`config.mk`:
```
export PLATFORM = sky130hd
export DESIGN_NAME = lcd_line_arbiter
export DESIGN_NICKNAME = d
export VERILOG_FILES = /design/src/rtl/lcd_line_arbiter.sv
export SDC_FILE = /design/constraint.sdc
export NUM_CORES = 1
export LEC_CHECK = 0
export BUFFER_PORTS_ARGS = -buffer_cell sky130_fd_sc_hd__buf_2
export CAP_MARGIN = 10
export CORE_ASPECT_RATIO = 0.6
export CORE_MARGIN = 4
export CORE_UTILIZATION = 25
export CTS_CLUSTER_SIZE = 28
export DETAILED_ROUTE_END_ITERATION = 12
export GPL_TIMING_DRIVEN = 0
export SETUP_SLACK_MARGIN = 0.02
export SKIP_LAST_GASP = 1
export SLEW_MARGIN = 20
export SYNTH_ARGS = -nofsm -noshare
export SYNTH_HDL_FRONTEND = slang
export SYNTH_SLANG_ARGS = --single-unit
```
`constraint.sdc`:
```
create_clock -name iCLK -period 5.1 [get_ports iCLK]
set_clock_uncertainty 0.2 [all_clocks]
set_input_delay 0 -clock iCLK [delete_from_list [all_inputs] [get_ports iCLK]]
set_output_delay 0 -clock iCLK [all_outputs]
set_load 0.01 [all_outputs]
```
`src/rtl/lcd_line_arbiter.sv`:
```
`default_nettype none
// =============================================================================
// lcd_line_arbiter : round-robin whole-line arbiter in front of a byte-level
//                    HD44780 write controller; replays the init sequence after reset.
// Revision 1.0
// =============================================================================
module lcd_line_arbiter #(
   parameter int DLY_CYCLES = 262142
) (
   input  logic         iCLK,
   input  logic         iRST_N,
   input  logic         iREQ0,
   input  logic         iREQ1,
   input  logic         iLINE0,
   input  logic         iLINE1,
   input  logic [127:0] iMSG0,
   input  logic [127:0] iMSG1,
   output logic         oACK0,
   output logic         oACK1,
   output logic         oDONE0,
   output logic         oDONE1,
   output logic [7:0]   oLCD_DATA,
   output logic         oLCD_RS,
   output logic         oLCD_Start,
   input  logic         iLCD_Done,
   output logic         oINIT_DONE,
   output logic         oBUSY
);

   localparam int CNT_W = ($clog2(DLY_CYCLES + 1) > 18) ? $clog2(DLY_CYCLES + 1) : 18;
   localparam logic [CNT_W-1:0] DLY_LAST = CNT_W'(DLY_CYCLES - 1);

   typedef enum logic [3:0] {
      INIT_ISSUE = 4'd0,
      INIT_WAIT  = 4'd1,
      INIT_DLY   = 4'd2,
      IDLE       = 4'd3,
      ISSUE      = 4'd4,
      WAIT       = 4'd5,
      DLY        = 4'd6,
      NEXT       = 4'd7
   } state_t;

   state_t             state_q, state_d;
   logic [1:0]         init_idx_q, init_idx_d;
   logic [4:0]         byte_idx_q, byte_idx_d;
   logic [CNT_W-1:0]   dly_cnt_q, dly_cnt_d;
   logic [127:0]       buf_q, buf_d;
   logic               line_q, line_d;
   logic               owner_q, owner_d;
   logic               last_grant_q, last_grant_d;
   logic [7:0]         lcd_data_q, lcd_data_d;
   logic               lcd_rs_q, lcd_rs_d;
   logic               lcd_start_q, lcd_start_d;
   logic               ack0_q, ack0_d, ack1_q, ack1_d;
   logic               done0_q, done0_d, done1_q, done1_d;
   logic               init_done_q, init_done_d;
   logic               busy_q, busy_d;

   logic [7:0]         init_byte;
   logic [3:0]         char_sel;
   logic [7:0]         raw_char;
   logic [7:0]         tx_char;
   logic [7:0]         cmd_byte;

   always_comb begin
      init_byte = 8'h38;
      case (init_idx_q)
         2'd0:    init_byte = 8'h38;
         2'd1:    init_byte = 8'h0C;
         2'd2:    init_byte = 8'h01;
         default: init_byte = 8'h06;
      endcase
   end

   // Index k (1..16) selects buf[127-8(k-1) -: 8]; index 0 wraps harmlessly to slot 0.
   assign char_sel = 4'(5'd16 - byte_idx_q);
   assign raw_char = buf_q[{char_sel, 3'b000} +: 8];
   assign tx_char  = (raw_char == 8'h00) ? 8'h3F : raw_char;
   assign cmd_byte = {1'b1, line_q, 6'b000000};

   always_comb begin
      state_d      = state_q;
      init_idx_d   = init_idx_q;
      byte_idx_d   = byte_idx_q;
      dly_cnt_d    = dly_cnt_q;
      buf_d        = buf_q;
      line_d       = line_q;
      owner_d      = owner_q;
      last_grant_d = last_grant_q;
      lcd_data_d   = lcd_data_q;
      lcd_rs_d     = lcd_rs_q;
      lcd_start_d  = lcd_start_q;
      ack0_d       = 1'b0;
      ack1_d       = 1'b0;
      done0_d      = 1'b0;
      done1_d      = 1'b0;
      init_done_d  = init_done_q;

      case (state_q)
         INIT_ISSUE: begin
            lcd_data_d  = init_byte;
            lcd_rs_d    = 1'b0;
            lcd_start_d = 1'b1;
            state_d     = INIT_WAIT;
         end
         INIT_WAIT: begin
            if (iLCD_Done) begin
               lcd_start_d = 1'b0;
               dly_cnt_d   = '0;
               state_d     = INIT_DLY;
            end
         end
         INIT_DLY: begin
            if (dly_cnt_q == DLY_LAST) begin
               if (init_idx_q == 2'd3) begin
                  init_done_d = 1'b1;
                  state_d     = IDLE;
               end else begin
                  init_idx_d = init_idx_q + 2'd1;
                  state_d    = INIT_ISSUE;
               end
            end else begin
               dly_cnt_d = dly_cnt_q + 1'b1;
            end
         end
         IDLE: begin
            // Port 0 wins unless port 1 also asks and port 0 was served last.
            if (iREQ0 && (!iREQ1 || last_grant_q)) begin
               buf_d        = iMSG0;
               line_d       = iLINE0;
               owner_d      = 1'b0;
               last_grant_d = 1'b0;
               ack0_d       = 1'b1;
               byte_idx_d   = 5'd0;
               state_d      = ISSUE;
            end else if (iREQ1) begin
               buf_d        = iMSG1;
               line_d       = iLINE1;
               owner_d      = 1'b1;
               last_grant_d = 1'b1;
               ack1_d       = 1'b1;
               byte_idx_d   = 5'd0;
               state_d      = ISSUE;
            end
         end
         ISSUE: begin
            if (byte_idx_q == 5'd0) begin
               lcd_data_d = cmd_byte;
               lcd_rs_d   = 1'b0;
            end else begin
               lcd_data_d = tx_char;
               lcd_rs_d   = 1'b1;
            end
            lcd_start_d = 1'b1;
            state_d     = WAIT;
         end
         WAIT: begin
            if (iLCD_Done) begin
               lcd_start_d = 1'b0;
               dly_cnt_d   = '0;
               state_d     = DLY;
            end
         end
         DLY: begin
            if (dly_cnt_q == DLY_LAST) begin
               state_d = NEXT;
            end else begin
               dly_cnt_d = dly_cnt_q + 1'b1;
            end
         end
         NEXT: begin
            if (byte_idx_q == 5'd16) begin
               done0_d = ~owner_q;
               done1_d = owner_q;
               state_d = IDLE;
            end else begin
               byte_idx_d = byte_idx_q + 5'd1;
               state_d    = ISSUE;
            end
         end
         default: state_d = INIT_ISSUE;
      endcase

      // Registered view of "not idle" so every output reads 0 while in reset.
      busy_d = (state_d != IDLE);
   end

   always_ff @(posedge iCLK or negedge iRST_N) begin
      if (!iRST_N) begin
         state_q      <= INIT_ISSUE;
         init_idx_q   <= 2'd0;
         byte_idx_q   <= 5'd0;
         dly_cnt_q    <= '0;
         buf_q        <= '0;
         line_q       <= 1'b0;
         owner_q      <= 1'b0;
         last_grant_q <= 1'b1;
         lcd_data_q   <= 8'h00;
         lcd_rs_q     <= 1'b0;
         lcd_start_q  <= 1'b0;
         ack0_q       <= 1'b0;
         ack1_q       <= 1'b0;
         done0_q      <= 1'b0;
         done1_q      <= 1'b0;
         init_done_q  <= 1'b0;
         busy_q       <= 1'b0;
      end else begin
         state_q      <= state_d;
         init_idx_q   <= init_idx_d;
         byte_idx_q   <= byte_idx_d;
         dly_cnt_q    <= dly_cnt_d;
         buf_q        <= buf_d;
         line_q       <= line_d;
         owner_q      <= owner_d;
         last_grant_q <= last_grant_d;
         lcd_data_q   <= lcd_data_d;
         lcd_rs_q     <= lcd_rs_d;
         lcd_start_q  <= lcd_start_d;
         ack0_q       <= ack0_d;
         ack1_q       <= ack1_d;
         done0_q      <= done0_d;
         done1_q      <= done1_d;
         init_done_q  <= init_done_d;
         busy_q       <= busy_d;
      end
   end

   assign oACK0      = ack0_q;
   assign oACK1      = ack1_q;
   assign oDONE0     = done0_q;
   assign oDONE1     = done1_q;
   assign oLCD_DATA  = lcd_data_q;
   assign oLCD_RS    = lcd_rs_q;
   assign oLCD_Start = lcd_start_q;
   assign oINIT_DONE = init_done_q;
   assign oBUSY      = busy_q;

endmodule
`default_nettype wire

```
==> results of run 1 <==
## logic make-up after synthesis
kind of cell | after synthesis | synth area share, %
simple gates | 232 | 10.8
xor+xnor | 22 | 2.24
compound gates | 174 | 10.5
fa+ha+maj | 9 | 1.21
flops | 176 | 47.5
other cells | 1 | 0.0404
buf+inv | 76 | 3.33
mux | 186 | 24.5
## synth_stat cells (2+ instances only)
library cell | n | area (um^2)
sky130_fd_sc_hd__dfrtp_1 | 175 | 4380
sky130_fd_sc_hd__mux2i_1 | 149 | 1490
sky130_fd_sc_hd__nand2_1 | 147 | 552
sky130_fd_sc_hd__o21ai_0 | 84 | 420
sky130_fd_sc_hd__o21ai_1 | 59 | 295
sky130_fd_sc_hd__clkbuf_1 | 53 | 199
sky130_fd_sc_hd__nor2_1 | 37 | 139
sky130_fd_sc_hd__mux4_2 | 32 | 721
sky130_fd_sc_hd__inv_1 | 13 | 48.8
sky130_fd_sc_hd__xnor2_1 | 13 | 114
sky130_fd_sc_hd__ha_1 | 9 | 113
sky130_fd_sc_hd__nand3_1 | 9 | 45.0
sky130_fd_sc_hd__nor3_1 | 9 | 45.0
sky130_fd_sc_hd__nand4_1 | 8 | 50.1
sky130_fd_sc_hd__a2111oi_0 | 7 | 61.3
sky130_fd_sc_hd__xor2_1 | 7 | 61.3
sky130_fd_sc_hd__a21oi_1 | 6 | 30.0
sky130_fd_sc_hd__nor2b_1 | 5 | 31.3
sky130_fd_sc_hd__buf_2 | 4 | 20.0
sky130_fd_sc_hd__mux2_2 | 4 | 45.0
sky130_fd_sc_hd__a221oi_2 | 3 | 45.0
sky130_fd_sc_hd__nor4_1 | 3 | 18.8
sky130_fd_sc_hd__o31ai_1 | 3 | 22.5
sky130_fd_sc_hd__or3_1 | 3 | 18.8
sky130_fd_sc_hd__a31oi_1 | 2 | 12.5
sky130_fd_sc_hd__and3_1 | 2 | 12.5
sky130_fd_sc_hd__and4_1 | 2 | 17.5
sky130_fd_sc_hd__buf_1 | 2 | 7.51
sky130_fd_sc_hd__buf_6 | 2 | 22.5
sky130_fd_sc_hd__o2111ai_1 | 2 | 17.5
sky130_fd_sc_hd__or2_2 | 2 | 12.5
## metal layers
metal	share of wire (%)	global-route usage, %
met2	46	29.8
met5	0	0
met1	46	24.0
met4	1.3	4.28
met3	6.5	4.55
## placed cells by master, fill, tap and decap left out, types with 3 or more instances in the layout
| cell type | n |
|---|---|
| sky130_fd_sc_hd__a2111oi_0 | 7 |
| sky130_fd_sc_hd__a21oi_1 | 6 |
| sky130_fd_sc_hd__a221oi_2 | 3 |
| sky130_fd_sc_hd__buf_2 | 280 |
| sky130_fd_sc_hd__clkbuf_1 | 55 |
| sky130_fd_sc_hd__clkbuf_16 | 17 |
| sky130_fd_sc_hd__clkbuf_8 | 3 |
| sky130_fd_sc_hd__clkinv_2 | 5 |
| sky130_fd_sc_hd__dfrtp_1 | 175 |
| sky130_fd_sc_hd__dlygate4sd3_1 | 264 |
| sky130_fd_sc_hd__ha_1 | 9 |
| sky130_fd_sc_hd__inv_1 | 13 |
| sky130_fd_sc_hd__mux2_2 | 4 |
| sky130_fd_sc_hd__mux2i_1 | 149 |
| sky130_fd_sc_hd__mux4_2 | 32 |
| sky130_fd_sc_hd__nand2_1 | 147 |
| sky130_fd_sc_hd__nand3_1 | 9 |
| sky130_fd_sc_hd__nand4_1 | 8 |
| sky130_fd_sc_hd__nor2_1 | 37 |
| sky130_fd_sc_hd__nor2b_1 | 5 |
| sky130_fd_sc_hd__nor3_1 | 9 |
| sky130_fd_sc_hd__nor4_1 | 3 |
| sky130_fd_sc_hd__o21ai_0 | 84 |
| sky130_fd_sc_hd__o21ai_1 | 59 |
| sky130_fd_sc_hd__o31ai_1 | 3 |
| sky130_fd_sc_hd__or3_1 | 3 |
| sky130_fd_sc_hd__xnor2_1 | 13 |
| sky130_fd_sc_hd__xor2_1 | 7 |
## per-stage QoR
| step | cell area, um^2 | util [%] | worst slack [ns] | power [mW] |
|---|---|---|---|---|
| CTS | 14600 | 39.9 | 1.10 | 5.10 |
| global placement | 11300 | 30.9 | 0.897 | 3.48 |
| floorplan | 9280 | - | 2.13 | 2.93 |
| finish | 14600 | 39.9 | 1.08 | 5.08 |
| global route | 14600 | 39.9 | 0.889 | 5.38 |
| detailed placement | 11300 | 31.0 | 1.21 | 3.53 |
## power by group
part	switching [mW]	internal, mW
Sequential	0.250	1.79
Combinational	0.846	0.865
Clock	0.569	0.757
## sequential cells by signal, indices dropped and copies added, names as in the netlist
signal and cells:
state_q 4, oBUSY 1, owner_q 1, dly_cnt_q 18, oLCD_DATA 8, oDONE0 1, buf_q 128, oACK0 1
last_grant_q 1, byte_idx_q 5, oLCD_RS 1, line_q 1, oINIT_DONE 1, oLCD_Start 1, oDONE1 1, init_idx_q 2
oACK1 1
## final timing paths
path                          startpoint      endpoint  slack, ns  cells past startpoint
max                        byte_idx_q[0]  oLCD_DATA[1]       1.08                     10
min                            iMSG1[22]     buf_q[22]       0.18                      4
max reg2reg                byte_idx_q[0]  oLCD_DATA[1]       1.08                     10
min reg2reg                 oLCD_DATA[7]  oLCD_DATA[7]       0.28                      2
max in group asynchronous         iRST_N     buf_q[66]       3.44                      5
min in group asynchronous         iRST_N     buf_q[59]       0.43                      4
## worst reg2reg max path, cell delays in order (launching register included)
cell	delay, ns
sky130_fd_sc_hd__dfrtp_1	0.40
sky130_fd_sc_hd__buf_6	0.14
sky130_fd_sc_hd__inv_2	0.15
sky130_fd_sc_hd__ha_1	0.29
sky130_fd_sc_hd__xor2_2	0.67
sky130_fd_sc_hd__buf_2	0.48
sky130_fd_sc_hd__mux2i_1	0.47
sky130_fd_sc_hd__mux2i_1	0.17
sky130_fd_sc_hd__nor4_1	0.36
sky130_fd_sc_hd__nand4b_2	0.28
sky130_fd_sc_hd__a221oi_2	0.31
## layout make-up
type,count,area (um^2),share of cell area (%)
inverter,14,52.6,0.361
sequential,176,4410,30.2
multi-input combinational,624,4560,31.3
buffer,62,258,1.77
clock buffer,22,474,3.25
tap,476,596,4.09
clock inverter,10,109,0.747
timing repair buffer,544,4110,28.2
==> results.py, run 1 <==
metrics = {
    "synth": {
        "postSynth.topFlopCell": "sky130_fd_sc_hd__dfrtp_1",
        "synth-warning-count": 0,
        "ys_async_sr_fraction_pct": 100,
        "netlist_area_mm2": 0.00928,
        "synthesis.instances": 876,
        "avgSynthCellArea_um2": 10.6,
        "yosys.cell_types.count": 51,
        "number_of_synthesized_register_bits": 176,
        "synth.yosys.seq_area_share_pct": 47.5,
        "synth_enable_flop_cells": 0,
        "mappedNetlistNets": 1148,
    },
    "cells_and_area": {
        "drive_gt1_share_pct": 25.2,
        "fill_cells": 3531,
        "nets": 1711,
        "antenna_diodes": 0,
        "finish.cell_count_without_fillers": 1928,
        "layout-area-overhead-vs-synth_pct": 57.1,
    },
    "clock_tree": {
        "worst_setup_hold_path_clk_slew_ns": 0.07,
        "tritoncts": "done",
        "numCtsBuffers": 17,
        "cts.sink_count": 176,
        "cts_hold_repair.buffers": 265,
        "cts_resized": 0,
        "max-clock-path-buffers": 2,
        "clock-root-buffer": "sky130_fd_sc_hd__clkbuf_16",
        "post_cts.repair.setup_buffers": 0,
        "clock_latency_ns": 0.45,
        "htreeDepth": 4,
    },
    "pwr": {
        "ir_worst_vdd_mv": 0.261,
        "power.leakage_nw": 7.09,
        "power_density_mw_per_mm2": 349,
    },
    "routing": {
        "antenna_left": 0,
        "wl_per_cell_um": 18.8,
        "routed_via_density": 4.63,
        "first_pass_drt_iterations": 5,
        "detail_route.iter0.violations": 539,
        "drt-total-wl_um": 36200,
        "routed-via-count": 8922,
        "drt_drc_violations_left": 0,
    },
    "timing": {
        "final-setup-viol-count": 0,
        "finalCriticalPeriod_ns": 4.02,
        "clock.fmax_ghz": 0.249,
        "rsz_0062_raised_after_global_routing": "no",
        "number_of_hold_slack_violations_in_the_final_timing_report": 0,
        "tightest_slew_ns": 1.01,
        "relSlewSlack_pct": 32.1,
        "fin_crit_sh_pct": 78.8,
        "finalHoldWorstSlack_ns": 0.178,
        "setup_total_negative_slack_ns": 0,
        "timing_max_transition_violations_final": 0,
    },
    "run_status": {
        "outcome": "finished, final reports clean",
    },
    "setup_path": {
        "slowest_delay_ns": 0.67,
        "crit_slowest_cell": "sky130_fd_sc_hd__xor2_2",
        "critical_path.n_buffers_inverters": 3,
        "critical-path-top-delay-family": "buffers and inverters",
        "crit_path_frequent_cell": "sky130_fd_sc_hd__mux2i_1",
        "worst-path-max-fanout": 10,
        "criticalPathCategory": "flip-flop to flip-flop",
        "timing.critical_path.to_type": "flip-flop",
        "worst_ep_arrival_ns": 4.17,
        "critical_path.startpoint_type": "flip-flop",
        "crit_required_ns": 5.25,
        "crit_chain": "buf_6, inv_2, ha_1, xor2_2, buf_2, mux2i_1, mux2i_1, nor4_1, nand4b_2, a221oi_2",
    },
    "floorplanning": {
        "placeableCoreArea_mm2": 0.0365,
        "design.portCount": 279,
        "initial_utilization_pct": 25.4,
        "dieArea_mm2": 0.0404,
        "die_x_um": 257,
        "dieHeight_um": 157,
        "placement_rows": 54,
    },
    "worst_hold_path": {
        "worst_hold_path_type": "primary input to flip-flop",
    },
    "global_route": {
        "grt_overflow_total": 0,
        "pin_count_of_the_biggest_net_entering_global_routing": 85,
        "number_of_antenna_violations_at_the_first_check_in_global_routing": 0,
        "grt_first_pass_wirelength_um": 55600,
        "grt_pass1_vias": 9694,
        "grt_usage_pct": 18.0,
    },
    "flow_run": {
        "timing.max_cap.violations": 0,
    },
    "placement": {
        "port_buffers": 277,
        "hpwlAfterDp_um": 26400,
        "numPlacedInstances": 1631,
        "gp_routability_congestion": 0.904,
    },
}
(Power assumes the default switching activity.)
==> run 2, diff against run 1 <==
Clock period 5.1 ns to 4.05 ns, I/O delays scaled along.
==> run 2 against run 1 <==
Critical path depth unchanged. Power increased by 26%. Sequential power increased by 26%.
==> results.py, run 2 (same netlist as run 1, synthesis figures left out) <==
metrics = {
    "routing": {
        "detail_route.iter0.violations": 530,
        "drt_drc_violations_left": 0,
        "antenna_left": 0,
        "first_pass_drt_iterations": 5,
        "wl_per_cell_um": 18.8,
        "routed-via-count": 8985,
        "drt-total-wl_um": 36300,
        "routed_via_density": 4.66,
    },
    "timing": {
        "finalCriticalPeriod_ns": 3.93,
        "final-setup-viol-count": 0,
        "relSlewSlack_pct": 26.3,
        "number_of_hold_slack_violations_in_the_final_timing_report": 0,
        "tightest_slew_ns": 1.11,
        "clock.fmax_ghz": 0.255,
        "setup_total_negative_slack_ns": 0,
        "finalHoldWorstSlack_ns": 0.179,
        "layout_setup_ws_ns": 0.125,
        "fin_crit_sh_pct": 96.9,
        "timing_max_transition_violations_final": 0,
    },
    "placement": {
        "placement.cell_area_mm2": 0.0113,
        "gp_routability_congestion": 0.904,
        "dp_slack_ns": 0.159,
        "port_buffers": 277,
        "numPlacedInstances": 1631,
        "hpwlAfterDp_um": 26400,
    },
    "setup_path": {
        "worst-path-max-fanout": 10,
        "crit_slowest_cell": "sky130_fd_sc_hd__clkbuf_1",
        "critical_path.startpoint_type": "flip-flop",
        "criticalPathCategory": "flip-flop to flip-flop",
        "timing.critical_path.to_type": "flip-flop",
        "crit_required_ns": 4.20,
        "reg2reg_to": "oLCD_DATA[1]",
        "slowest_delay_ns": 0.83,
        "rr_worst_depth": 10,
        "crit_path_frequent_cell": "sky130_fd_sc_hd__mux2i_1",
        "crit_chain": "buf_6, inv_2, ha_1, clkbuf_1, mux4_2, mux2i_1, mux2i_1, nor4_1, nand4b_2, a221oi_2",
        "setup.worst_path.start": "byte_idx_q[0]",
        "r2r_setup_slack_ns": 0.12,
        "critPathCapture": "oLCD_DATA[1]",
        "worst_ep_arrival_ns": 4.08,
        "timing.rr.start": "byte_idx_q[0]",
    },
    "run_status": {
        "outcome": "finished, final reports clean",
    },
    "cells_and_area": {
        "finalCoreUtilization_pct": 40.0,
        "most-common-layout-cells": "sky130_fd_sc_hd__buf_2 (280), sky130_fd_sc_hd__dlygate4sd3_1 (264), sky130_fd_sc_hd__dfrtp_1 (175)",
        "layout-area-overhead-vs-synth_pct": 57.2,
        "drive_gt1_share_pct": 25.3,
        "finish.cell_count_without_fillers": 1928,
        "largest_register_ff_count": 128,
        "fin_area_mm2": 0.0146,
        "top_register": "buf_q",
        "antenna_diodes": 0,
        "mostFrequentLayoutCell": "sky130_fd_sc_hd__buf_2",
        "nets": 1711,
    },
    "global_route": {
        "grt_overflow_total": 0,
        "pin_count_of_the_biggest_net_entering_global_routing": 85,
        "grt_first_pass_wirelength_um": 55700,
        "number_of_antenna_violations_at_the_first_check_in_global_routing": 0,
        "grt_usage_pct": 18.0,
        "grt_pass1_vias": 9696,
    },
    "floorplanning": {
        "placement_rows": 54,
        "design.portCount": 279,
        "die_x_um": 257,
        "dieHeight_um": 157,
        "initial_utilization_pct": 25.4,
        "placeableCoreArea_mm2": 0.0365,
        "dieArea_mm2": 0.0404,
    },
    "pwr": {
        "power.switching_mw": 2.11,
        "pwr-share-seq_pct": 40.2,
        "power_density_mw_per_mm2": 439,
        "p_comb_share_pct": 33.7,
        "power.share.switching_pct": 32.9,
        "power.leakage_nw": 7.09,
        "ir_worst_vdd_mv": 0.329,
        "share_clk_of_total_power_pct": 26.1,
        "power.total_mw": 6.40,
        "intPower_mw": 4.30,
    },
    "clock_tree": {
        "numCtsBuffers": 17,
        "post_cts.repair.setup_buffers": 0,
        "htreeDepth": 4,
        "tritoncts": "done",
        "clock_latency_ns": 0.45,
        "worst_setup_hold_path_clk_slew_ns": 0.07,
        "clock-root-buffer": "sky130_fd_sc_hd__clkbuf_16",
        "cts.sink_count": 176,
        "max-clock-path-buffers": 2,
    },
    "flow_run": {
        "timing.max_cap.violations": 0,
    },
    "worst_hold_path": {
        "worst_hold_path_type": "primary input to flip-flop",
    },
}
run 2: how the worst min path moves through the flow:
stage               start      endpoint  slack [ns]  depth (start not counted)
2_1_floorplan      iRST_N      buf_q[0]       -0.50                          0
3_3_place_gp        iREQ0  last_grant_q        0.02                          2
3_5_place_dp       iRST_N     buf_q[53]       -0.34                          1
4_1_cts        iMSG1[119]    buf_q[119]        0.16                          4
5_1_grt        iMSG1[112]    buf_q[112]        0.19                          4
6_report        iMSG1[22]     buf_q[22]        0.18                          4
run 2: power groups by stage:
stage	clock network (mW)	registers (mW)	logic (mW)
after floorplan	0	2.48	1.21
after global placement	0	2.58	1.81
after detailed placement	0	2.59	1.85
after CTS	1.71	2.57	2.14
after global routing	1.79	2.63	2.36
final	1.67	2.57	2.16
run 2: cell type report:
| class | count | area, um^2 |
|---|---|---|
| Buffer | 62 | 260 |
| Clock buffer | 22 | 474 |
| Clock inverter | 10 | 109 |
| Fill cell | 3534 | 21900 |
| Inverter | 14 | 52.6 |
| Multi-Input combinational cell | 624 | 4570 |
| Sequential cell | 176 | 4410 |
| Tap cell | 476 | 596 |
| Timing Repair Buffer | 544 | 4110 |
run 2: worst max-delay path, delay by kind of cell, from the launching register on:
kind	cells	cell delay, ns
buffers and inverters	3	1.05
muxes	3	0.96
and+or+nand+nor	2	0.61
DFF	1	0.37
adders and majority gates	1	0.32
AOI/OAI and AO/OA	1	0.31
run 2: per-layer routing:
metal	routed length, um	GRT usage [%]	vias to the layer above	part of all wire (%)
met5	0	0	-	0
met4	459	4.26	0	1.3
met3	2400	4.60	27	6.6
met2	16800	29.9	300	46
met1	16700	24.0	4412	46
li1	-	-	4246	-
run 2: timing repair:
action | CTS | global route
setup endpoints to repair | 0 | 17
gates resized for setup | 0 | 7
hold buffers | 265 | 0
hold endpoints to repair | 246 | 0
==> run 3, diff against run 2 <==
Settings changed: CTS_BUF_LIST from default to sky130_fd_sc_hd__clkbuf_2, GPL_ROUTABILITY_DRIVEN from default to 0.
==> run 3 against run 2 <==
The flow now stops in clock tree synthesis. Synthesized cell count is the same. Synthesized area did not move.
==> results.py, run 3 <==
metrics = {
    "run_status": {
        "outcome": "stopped before the end",
        "failing_step": "clock tree synthesis",
        "firstError": "[ERROR RSZ-0060] Max buffer count reached.",
    },
    "clock_tree": {
        "cts_hold_repair.buffers": 335,
        "clock-root-buffer": "sky130_fd_sc_hd__clkbuf_2",
        "post_cts.repair.setup_buffers": 0,
        "numCtsBuffers": 17,
        "cts.sink_count": 176,
        "cts_resized": 0,
        "max-clock-path-buffers": 2,
        "htreeDepth": 4,
    },
    "synth": {
        "synth_top_family_by_area": "multiplexers",
        "ys_async_sr_fraction_pct": 100,
        "share_of_the_synthesized_area_in_compound_gates_ao_oa_aoi_oai_pct": 10.5,
        "mappedNetlistNets": 1148,
        "synth_top_area_share_pct": 47.2,
        "netlist.top_cell.by_area": "sky130_fd_sc_hd__dfrtp_1",
        "synthesis.instances": 876,
        "netlist_area_mm2": 0.00928,
        "synth-warning-count": 0,
        "synth.yosys.seq_area_share_pct": 47.5,
        "area_share_of_xor_xnor_cells_in_the_synthesized_design_pct": 2.24,
        "number_of_synthesized_register_bits": 176,
        "post_synth_most_frequent_cells": "sky130_fd_sc_hd__dfrtp_1 (175), sky130_fd_sc_hd__mux2i_1 (149), sky130_fd_sc_hd__nand2_1 (147), sky130_fd_sc_hd__o21ai_0 (84), sky130_fd_sc_hd__o21ai_1 (59)",
        "avgSynthCellArea_um2": 10.6,
        "yosys.area_share.adder_pct": 1.21,
        "yosys.cell_types.count": 51,
        "postSynth.topFlopCell": "sky130_fd_sc_hd__dfrtp_1",
        "yosys.cell_count.top_type": "sky130_fd_sc_hd__dfrtp_1",
        "synth_enable_flop_cells": 0,
        "netlist_top_cells_area": "sky130_fd_sc_hd__dfrtp_1 (47%), sky130_fd_sc_hd__mux2i_1 (16%), sky130_fd_sc_hd__mux4_2 (7.8%), sky130_fd_sc_hd__nand2_1 (5.9%), sky130_fd_sc_hd__o21ai_0 (4.5%)",
        "post_synth_mux_area_share_pct": 24.5,
        "synth-simple-area-share_pct": 10.8,
    },
    "floorplanning": {
        "die_x_um": 257,
        "design.portCount": 279,
        "dieHeight_um": 157,
        "placement_rows": 54,
        "initial_utilization_pct": 25.4,
    },
    "placement": {
        "port_buffers": 277,
        "hpwlAfterDp_um": 26100,
    },
}
run 3: cell counts after synthesis:
Identical to the previous run, type by type.
run 3: cell families after synthesis:
| logic type | after synthesis |
|---|---|
| simple gates | 232 |
| mux | 186 |
| flops | 176 |
| compound gates | 174 |
| buf+inv | 76 |
| xor+xnor | 22 |
| fa+ha+maj | 9 |
| other cells | 1 |
run 3: through the flow:
stage	worst slack [ns]	cells	instance area [um^2]	util [%]	setup TNS, ns
after floorplan	1.08	876	9280	-	0
after global placement	-0.130	1629	11300	30.9	-17.19
after detailed placement	0.126	1630	11300	31.0	0
==> run 4, diff against run 3 <==
Settings changed: CORE_ASPECT_RATIO 0.6 to default, CORE_UTILIZATION 25 to 20, CTS_BUF_LIST sky130_fd_sc_hd__clkbuf_2 to default, CTS_CLUSTER_SIZE 28 to default, PLACE_DENSITY_LB_ADDON from default to 0.15, SETUP_SLACK_MARGIN 0.02 to default.
==> run 4 against run 3 <==
The run now ends clean.
==> results.py, run 4 (same netlist as run 1, synthesis figures left out) <==
metrics = {
    "run_status": {
        "outcome": "finished, final reports clean",
    },
    "setup_path": {
        "critical_path.startpoint_type": "primary input",
        "slowest_delay_ns": 0.80,
        "r2r_setup_slack_ns": 0.27,
        "critical-path-top-delay-family": "buffers and inverters",
        "crit_required_ns": 4.15,
        "crit_slowest_cell": "sky130_fd_sc_hd__clkdlybuf4s15_1",
        "worst-path-max-fanout": 10,
        "reg2reg_to": "oLCD_DATA[1]",
        "critical_path.n_buffers_inverters": 6,
        "timing.critical_path.to_type": "flip-flop",
        "crit_chain": "dlygate4sd3_1, clkbuf_1, inv_1, o21ai_1, clkdlybuf4s15_1, clkbuf_1, mux2i_1, dlygate4sd3_1, o21ai_0",
        "worst_ep_arrival_ns": 3.93,
        "timing.rr.start": "byte_idx_q[0]",
        "criticalPathCategory": "primary input to flip-flop",
        "rr_worst_depth": 10,
    },
    "routing": {
        "detail_route.iter0.violations": 262,
        "drt-total-wl_um": 35300,
        "antenna_left": 0,
        "first_pass_drt_iterations": 4,
        "drt_drc_violations_left": 0,
        "wl_per_cell_um": 17.2,
        "routed-via-count": 8602,
        "routed_via_density": 4.19,
    },
    "clock_tree": {
        "worst_setup_hold_path_clk_slew_ns": 0.07,
        "post_cts.repair.setup_buffers": 0,
        "cts.sink_count": 176,
        "tritoncts": "done",
        "max-clock-path-buffers": 2,
        "numCtsBuffers": 17,
        "htreeDepth": 4,
        "clock_latency_ns": 0.44,
        "clock-root-buffer": "sky130_fd_sc_hd__clkbuf_16",
    },
    "floorplanning": {
        "dieArea_mm2": 0.0499,
        "dieHeight_um": 223,
        "placement_rows": 78,
        "initial_utilization_pct": 20.4,
        "placeableCoreArea_mm2": 0.0456,
        "die_x_um": 223,
        "design.portCount": 279,
    },
    "flow_run": {
        "timing.max_cap.violations": 0,
    },
    "timing": {
        "clock.fmax_ghz": 0.261,
        "relSlewSlack_pct": 35.9,
        "number_of_hold_slack_violations_in_the_final_timing_report": 0,
        "final-setup-viol-count": 0,
        "finalCriticalPeriod_ns": 3.84,
        "tightest_slew_ns": 0.961,
        "timing_max_transition_violations_final": 0,
        "setup_total_negative_slack_ns": 0,
        "fin_crit_sh_pct": 94.7,
        "rsz_0062_raised_after_global_routing": "no",
    },
    "cells_and_area": {
        "top_register": "buf_q",
        "largest_register_ff_count": 128,
        "most-common-layout-cells": "sky130_fd_sc_hd__buf_2 (280), sky130_fd_sc_hd__dlygate4sd3_1 (265), sky130_fd_sc_hd__dfrtp_1 (175)",
        "mostFrequentLayoutCell": "sky130_fd_sc_hd__buf_2",
        "finalCoreUtilization_pct": 32.3,
        "nets": 1711,
        "antenna_diodes": 0,
        "drive_gt1_share_pct": 25.1,
        "layout-area-overhead-vs-synth_pct": 58.8,
    },
    "pwr": {
        "p_comb_share_pct": 33.1,
        "share_clk_of_total_power_pct": 26.6,
        "pwr-share-seq_pct": 40.2,
        "ir_worst_vdd_mv": 0.299,
        "intPower_mw": 4.27,
        "power_density_mw_per_mm2": 432,
        "power.switching_mw": 2.09,
        "power.leakage_nw": 7.08,
        "power.share.switching_pct": 32.9,
    },
    "worst_hold_path": {
        "whs_endpoint": "buf_q[122]",
        "worst_hold_path_type": "primary input to flip-flop",
        "hold_depth": 4,
        "holdCritStartpoint": "iMSG1[122]",
    },
    "global_route": {
        "number_of_antenna_violations_at_the_first_check_in_global_routing": 0,
        "grt_first_pass_wirelength_um": 55100,
        "grt_pass1_vias": 9637,
        "grt_overflow_total": 0,
        "grt_usage_pct": 14.2,
        "pin_count_of_the_biggest_net_entering_global_routing": 84,
    },
    "placement": {
        "hpwlAfterDp_um": 26400,
        "port_buffers": 277,
    },
}
==> run 4: per-stage QoR <==
stage | power [mW] | hold WS, ns | std cells | worst slack, ns | instance area [um^2]
2_1_floorplan | 3.69 | -0.496 | 876 | 1.08 | 9280
3_3_place_gp | 4.41 | 0.0236 | 1753 | -0.460 | 11400
3_5_place_dp | 4.45 | -0.374 | 1755 | 0.126 | 11500
4_1_cts | 6.47 | 0.157 | 2052 | 0.0160 | 14700
5_1_grt | 6.80 | 0.180 | 2052 | 0.0521 | 14700
6_report | 6.36 | 0.193 | 2052 | 0.213 | 14700
==> run 4: how the worst max path moves through the flow <==
stage / startpoint / to / slack (ns) / cells past startpoint
floorplan: byte_idx_q[0] / oLCD_DATA[0] / 1.08 / 9
detailed placement: byte_idx_q[0] / oLCD_DATA[1] / 0.13 / 10
global placement: iRST_N / buf_q[76] / -0.46 / 1
global route: iREQ1 / buf_q[54] / 0.05 / 9
CTS: iREQ1 / line_q / 0.02 / 9
finish: iREQ1 / buf_q[14] / 0.21 / 9
==> run 4: what timing repair did <==
action	CTS	global route
gates resized for setup	0	6
setup endpoints to repair	0	7
hold endpoints to repair	314	0
hold buffers	265	0
==> run 4: tightest hold or removal path, cell delays in order <==
cell and delay [ns]:
sky130_fd_sc_hd__buf_2 0.07, sky130_fd_sc_hd__mux2i_1 0.05, sky130_fd_sc_hd__dlygate4sd3_1 0.55, sky130_fd_sc_hd__o21ai_1 0.11
==> run 4: power groups by stage <==
| stage | Clock (mW) | Combinational [mW] | Sequential (mW) |
|---|---|---|---|
| 5_1_grt | 1.84 | 2.34 | 2.62 |
| 3_3_place_gp | 0 | 1.82 | 2.59 |
| 4_1_cts | 1.77 | 2.14 | 2.56 |
| 6_report | 1.69 | 2.11 | 2.56 |
| 2_1_floorplan | 0 | 1.21 | 2.48 |
| 3_5_place_dp | 0 | 1.86 | 2.59 |
==> run 4: layout make-up <==
class | count | area [um^2]
fillers | 4756 | 30800
multi-input cells | 624 | 4570
flip-flops and latches | 176 | 4410
repair buffers | 544 | 4100
well taps | 600 | 751
clock buffers | 19 | 433
plain buffers | 62 | 264
clock inverters | 13 | 153
inverters | 14 | 52.6
==> run 4: routing by layer <==
layer | up-vias | wire length (um) | global-route usage [%]
met2 | 176 | 17800 | 24.8
li1 | 4246 | - | -
met1 | 4159 | 16000 | 18.4
met5 | - | 0 | 0
met3 | 21 | 1040 | 2.46
met4 | 0 | 454 | 2.96
